--- config.mk ---
export PLATFORM = sky130hd
export DESIGN_NAME = spart_rx_unit
export DESIGN_NICKNAME = d
export VERILOG_FILES = /design/src/rtl/spart_rx_unit.sv
export SDC_FILE = /design/constraint.sdc
export NUM_CORES = 1
export LEC_CHECK = 0
export ABC_CLOCK_PERIOD_IN_PS = 2900
export CAP_MARGIN = 20
export CORE_AREA = 2 2 86 88
export CTS_CLUSTER_SIZE = 14
export DETAILED_ROUTE_END_ITERATION = 7
export DIE_AREA = 0 0 88 90
export PLACE_DENSITY = 0.66
export SKIP_CTS_REPAIR_TIMING = 1
export SYNTH_ARGS = -nofsm -noshare
export SYNTH_HDL_FRONTEND = slang
export SYNTH_SLANG_ARGS = --single-unit
--- constraint.sdc ---
create_clock -name clk -period 2.9 [get_ports clk]
set_input_delay 0.58 -clock clk [delete_from_list [all_inputs] [get_ports clk]]
set_output_delay 0.58 -clock clk [all_outputs]
set_load 0.01 [all_outputs]
--- src/rtl/spart_rx_unit.sv ---
// spart_rx_unit: SPART receive datapath.
// Oversampled asynchronous receiver feeding a small first-word-fall-through FIFO.
// The head byte, rda and the sticky error flags go to the bus interface.
// Optional build macro SPART_RX_GLITCH_FILTER_EN: each bit is the 2-of-3 majority
// of the samples at ticks 7, 8 and 9 of the bit period instead of a single tick-8 sample.
module spart_rx_unit #(
  parameter int DATA_BITS  = 8,
  parameter int OVERSAMPLE = 16,
  parameter int FIFO_DEPTH = 4
) (
  input  logic                 clk,
  input  logic                 rst,
  input  logic                 enable,
  input  logic                 rxd,
  input  logic                 rd_en,
  output logic [DATA_BITS-1:0] rx_data,
  output logic                 rda,
  output logic                 frame_err,
  output logic                 overrun_err
);

  localparam int TICK_W = (OVERSAMPLE > 1) ? $clog2(OVERSAMPLE) : 1;
  localparam int BIT_W  = $clog2(DATA_BITS + 1);
  localparam int PTR_W  = $clog2(FIFO_DEPTH);
  localparam int CNT_W  = PTR_W + 1;

  localparam logic [TICK_W-1:0] TICK_LAST = TICK_W'(OVERSAMPLE - 1);
`ifdef SPART_RX_GLITCH_FILTER_EN
  // The majority vote needs the tick after the centre sample, so the start decision is one tick later.
  localparam logic [TICK_W-1:0] START_TICK = TICK_W'(OVERSAMPLE / 2);
`else
  localparam logic [TICK_W-1:0] START_TICK = TICK_W'(OVERSAMPLE / 2 - 1);
`endif
  localparam logic [BIT_W-1:0] BIT_LAST = BIT_W'(DATA_BITS - 1);
  localparam logic [CNT_W-1:0] FULL_CNT = CNT_W'(FIFO_DEPTH);

  typedef enum logic [1:0] {
    ST_IDLE,
    ST_START,
    ST_DATA,
    ST_STOP
  } state_t;

  state_t               state_q, state_d;
  logic [1:0]           sync_q, sync_d;
  logic [TICK_W-1:0]    tick_q, tick_d;
  logic [BIT_W-1:0]     bit_cnt_q, bit_cnt_d;
  logic [DATA_BITS-1:0] shift_q, shift_d;
  logic                 frame_err_q, frame_err_d;
  logic                 overrun_err_q, overrun_err_d;

  logic [DATA_BITS-1:0] mem_q [FIFO_DEPTH];
  logic [DATA_BITS-1:0] mem_d [FIFO_DEPTH];
  logic [PTR_W-1:0]     rd_ptr_q, rd_ptr_d;
  logic [PTR_W-1:0]     wr_ptr_q, wr_ptr_d;
  logic [CNT_W-1:0]     count_q, count_d;

  logic rxs;
  logic bit_val;
  logic push;
  logic pop;
  logic set_frame;
  logic set_overrun;
  logic fifo_full;
  logic fifo_empty;

  assign rxs        = sync_q[1];
  assign fifo_full  = (count_q == FULL_CNT);
  assign fifo_empty = (count_q == '0);
  assign pop        = rd_en && !fifo_empty;

  // Two-stage synchronizer for the asynchronous serial line.
  always_comb begin
    sync_d = {sync_q[0], rxd};
  end

`ifdef SPART_RX_GLITCH_FILTER_EN
  logic [1:0] hist_q, hist_d;

  // Keep the two previous tick samples so the current tick can complete a 2-of-3 vote.
  always_comb begin
    hist_d = hist_q;
    if (enable) begin
      hist_d = {hist_q[0], rxs};
    end
    bit_val = (hist_q[1] & hist_q[0]) | (hist_q[1] & rxs) | (hist_q[0] & rxs);
  end

  // History register; preset high to match the idle line.
  always_ff @(posedge clk or posedge rst) begin
    if (rst) begin
      hist_q <= 2'b11;
    end else begin
      hist_q <= hist_d;
    end
  end
`else
  // Without the filter the decision is the single synchronized sample at the decision tick.
  always_comb begin
    bit_val = rxs;
  end
`endif

  // Frame FSM: start detection, centre sampling of data bits and stop-bit checking.
  always_comb begin
    state_d     = state_q;
    tick_d      = tick_q;
    bit_cnt_d   = bit_cnt_q;
    shift_d     = shift_q;
    push        = 1'b0;
    set_frame   = 1'b0;
    set_overrun = 1'b0;
    if (enable) begin
      case (state_q)
        ST_IDLE: begin
          if (!rxs) begin
            tick_d  = '0;
            state_d = ST_START;
          end
        end
        ST_START: begin
          if (tick_q == START_TICK) begin
            if (bit_val) begin
              state_d = ST_IDLE;
            end else begin
              tick_d    = '0;
              bit_cnt_d = '0;
              state_d   = ST_DATA;
            end
          end else begin
            tick_d = tick_q + TICK_W'(1);
          end
        end
        ST_DATA: begin
          if (tick_q == TICK_LAST) begin
            shift_d = {bit_val, shift_q[DATA_BITS-1:1]};
            tick_d  = '0;
            if (bit_cnt_q == BIT_LAST) begin
              bit_cnt_d = '0;
              state_d   = ST_STOP;
            end else begin
              bit_cnt_d = bit_cnt_q + BIT_W'(1);
            end
          end else begin
            tick_d = tick_q + TICK_W'(1);
          end
        end
        ST_STOP: begin
          if (tick_q == TICK_LAST) begin
            tick_d  = '0;
            state_d = ST_IDLE;
            if (!bit_val) begin
              set_frame = 1'b1;
            end else if (!fifo_full || rd_en) begin
              push = 1'b1;
            end else begin
              set_overrun = 1'b1;
            end
          end else begin
            tick_d = tick_q + TICK_W'(1);
          end
        end
        default: begin
          state_d = ST_IDLE;
        end
      endcase
    end
  end

  // Sticky error flags: a read clears them, but a new error in the same cycle wins.
  always_comb begin
    frame_err_d   = set_frame | (frame_err_q & ~rd_en);
    overrun_err_d = set_overrun | (overrun_err_q & ~rd_en);
  end

  // Circular buffer bookkeeping; push and pop together leave the count unchanged.
  always_comb begin
    mem_d    = mem_q;
    rd_ptr_d = rd_ptr_q;
    wr_ptr_d = wr_ptr_q;
    count_d  = count_q;
    if (push) begin
      mem_d[wr_ptr_q] = shift_q;
      wr_ptr_d        = wr_ptr_q + PTR_W'(1);
    end
    if (pop) begin
      rd_ptr_d = rd_ptr_q + PTR_W'(1);
    end
    case ({push, pop})
      2'b10:   count_d = count_q + CNT_W'(1);
      2'b01:   count_d = count_q - CNT_W'(1);
      default: count_d = count_q;
    endcase
  end

  // Receiver state registers.
  always_ff @(posedge clk or posedge rst) begin
    if (rst) begin
      state_q       <= ST_IDLE;
      sync_q        <= 2'b11;
      tick_q        <= '0;
      bit_cnt_q     <= '0;
      shift_q       <= '0;
      frame_err_q   <= 1'b0;
      overrun_err_q <= 1'b0;
    end else begin
      state_q       <= state_d;
      sync_q        <= sync_d;
      tick_q        <= tick_d;
      bit_cnt_q     <= bit_cnt_d;
      shift_q       <= shift_d;
      frame_err_q   <= frame_err_d;
      overrun_err_q <= overrun_err_d;
    end
  end

  // FIFO storage and pointers; storage is cleared so rx_data reads zero after reset.
  always_ff @(posedge clk or posedge rst) begin
    if (rst) begin
      for (int i = 0; i < FIFO_DEPTH; i++) begin
        mem_q[i] <= '0;
      end
      rd_ptr_q <= '0;
      wr_ptr_q <= '0;
      count_q  <= '0;
    end else begin
      mem_q    <= mem_d;
      rd_ptr_q <= rd_ptr_d;
      wr_ptr_q <= wr_ptr_d;
      count_q  <= count_d;
    end
  end

  assign rx_data     = mem_q[rd_ptr_q];
  assign rda         = !fifo_empty;
  assign frame_err   = frame_err_q;
  assign overrun_err = overrun_err_q;

endmodule
==> impl_metrics.yaml, run 1 <==
clocking:
  cts_buffers: 9
  clock_latency_ps: 330
  cts.sinks: 61
  clockBufferDepth: 2
  cts_root_buffer: "clkbuf_8"
  htree_levels: 3
  clkTransAtPathRegs_ps: 60
  tritoncts: "built"
die:
  fp.coreArea_um2: 7020
  die_w_um: 88
  io_pins: 16
  dieArea_um2: 7920
  rows: 31
  fp.dieH_um: 90
  start_util_pct: 41.49
hold_path:
  min_path_type: "reg2reg"
  hp-start: "sync_q[0]"
synth:
  synth.distinct_cells: 39
  synth_seq_area_share_pct: 52.49
  yosys.area.top_type_share_pct: 50.69
  synth_area_leaders: "dfrtp_1 (51%), mux2_2 (15%), mux4_2 (6.2%)"
  yosys_warnings: 0
  synth_cells: 221
  synth_flop_cell: "dfrtp_1"
  synth_common_cells: "dfrtp_1 (59), mux2_2 (40), nand2_1 (14)"
  syn_area_um2: 2913
  yosys.area.top_type: "dfrtp_1"
  ys_ff_latch: 61
  synth_most_common_cell: "dfrtp_1"
  synth_edf_count: 0
  syn_nets: 234
  syn_area_per_cell_um2: 13.18
  ys_async_sr_fraction_pct: 100.0
place:
  dp_hpwl_um: 3545
  port_buffers: 15
  dp_cells: 335
  gp_congestion: 0.7950
worst_setup_path:
  required_ps: 2320
  critPathLaunchType: "register"
  arrival_ps: 2090
  crit_start: "rd_ptr_q[0]"
  endpoint_kind: "output pin"
  reg2reg_from: "tick_q[3]"
  worstSetupPathType: "reg2out"
  crit_path_max_fanout: 6
global_routing:
  grt_antenna_before_repair: 0
  grt_max_degree: 37
  gr-max-usage-layer: "met2"
  grt_usage_pct: 14.74
  met1_usage_pct: 18.89
  grt_pass1_wl_um: 8866
  grtUsageMet2_pct: 23.30
  grt_pass1_vias: 1791
  grt_use_met3_pct: 5.326
  overflow: 0
timing:
  tightest_slew_ps: 585.3
  relSlewSlack_pct: 60.77
  fin_crit_sh_pct: 92.24
  finalClockSkew_ps: 9.831
  hold_violations: 0
  setup_viol: 0
  tns_ps: 0
  fmax_ghz: 0.3739
  slew_violations: 0
  rsz0062_at_grt: "false"
  hold_slack_ps: 358.4
  fin_crit_ps: 2675
routing:
  wl_per_cell_um: 14.48
  drt-initial-drc-count: 75
  drc: 0
  routed-via-count: 1755
  ant_nets: 0
  dr.pass1.iters: 4
  viasPerCell: 5.014
  routed_wl_um: 5067
cells_and_area:
  area_growth_pct: 18.47
  multiInputGateArea_um2: 1269
  drive_above_1_share_pct: 32.67
  seq_area_um2: 1529
  final_cell_count_no_fill: 350
  fill_cells: 626
  diodes: 0
  nets: 260
run:
  drv_cap: 0
power:
  vdd_drop_max_v: 0.0004834
  powerDensity_nw_per_um2: 747.9
  total_leakage_power_nw: 1.576
status:
  status: "complete, no violations"
[placed cells by master, fill, tap and decap left out, types with 2 or more instances in the layout]
| cell | Yosys | routed |
|---|---|---|
| a21oi_1 | 6 | 6 |
| a22o_1 | 2 | 2 |
| and2_1 | 6 | 6 |
| buf_4 | 0 | 10 |
| bufinv_16 | 0 | 3 |
| clkbuf_8 | 0 | 11 |
| clkdlybuf4s50_1 | 0 | 15 |
| dfrtp_1 | 59 | 59 |
| dfstp_2 | 2 | 2 |
| ha_1 | 7 | 7 |
| inv_1 | 10 | 9 |
| mux2_2 | 40 | 40 |
| mux4_2 | 8 | 8 |
| nand2_1 | 14 | 14 |
| nand2b_1 | 3 | 3 |
| nand3_1 | 4 | 4 |
| nand3b_1 | 6 | 6 |
| nor2_1 | 5 | 5 |
| nor2b_1 | 2 | 2 |
| o21ai_0 | 12 | 12 |
| o22a_1 | 2 | 2 |
| or3_1 | 2 | 2 |
| xnor2_1 | 3 | 3 |
| xor2_1 | 3 | 3 |
[metrics by stage]
stage | util [%] | total power [mW] | cell area, µm² | worst slack, ps
CTS | 49.15 | 2.614 | 3451 | 191.8
detailed placement | 45.64 | 1.676 | 3204 | 189.9
global route | 49.15 | 2.748 | 3451 | 104.7
global placement | 45.64 | 1.652 | 3204 | 309.6
finish | 49.15 | 2.581 | 3451 | 225.2
floorplan | - | 1.537 | 2913 | 677.6
[where the power goes]
part           internal, mW  switching (mW)  total (mW)
clock                 0.612           0.318       0.930
sequential            0.949           0.182        1.13
combinational         0.269           0.251       0.520
total                  1.83           0.751        2.58
[routing by layer]
| layer | up-vias | wire length, µm |
|---|---|---|
| li1 | 833 | - |
| met4 | 0 | 34 |
| met3 | 2 | 150 |
| met2 | 28 | 2566 |
| met1 | 892 | 2317 |
| met5 | - | 0 |
[state kept, by name, summed over array words and instances, names as in the netlist, named ones only]
| signal | cells |
|---|---|
| sync_q | 2 |
| bit_cnt_q | 4 |
| count_q | 3 |
| state_q | 1 |
| wr_ptr_q | 2 |
| rd_ptr_q | 2 |
| shift_q | 8 |
| frame_err | 1 |
| overrun_err | 1 |
| tick_q | 4 |
| mem_q | 32 |
[logic make-up after synthesis]
group	synth area share, %
XOR/XNOR	1.804
buffers and inverters	3.952
adder cells (fa/ha/maj)	3.694
AND/OR/NAND/NOR	10.48
AO/OA/AOI/OAI	5.585
flip-flops	52.49
multiplexers	21.99
[worst max-delay path: stages, from the launching register on]
cell	delay, ps
dfrtp_1	540
buf_4	240
mux4_2	500
clkdlybuf4s50_1	490
[final timing paths]
kind                         endpoint  slack [ps]  cells after the start
min reg2reg                 sync_q[1]         360                      0
min in group asynchronous    mem_q[0]         630                      2
min                         sync_q[1]         360                      0
max                        rx_data[1]         230                      3
max in group asynchronous   sync_q[0]        1620                      3
max reg2reg                count_q[2]         740                      9
[layout make-up]
class,instances,area share [%]
clock buffer,11,4.387
inverter,10,1.088
tap,99,3.590
sequential,61,44.31
timing repair buffer,26,7.107
clock inverter,4,2.756
multi-input combinational,139,36.77
(Power assumes the default switching activity.)
==> run 2, diff against run 1 <==
- SKIP_LAST_GASP: default -> 1
==> results of run 2 <==
Same layout as run 1: the final DEF is identical, and so are final timing and power.
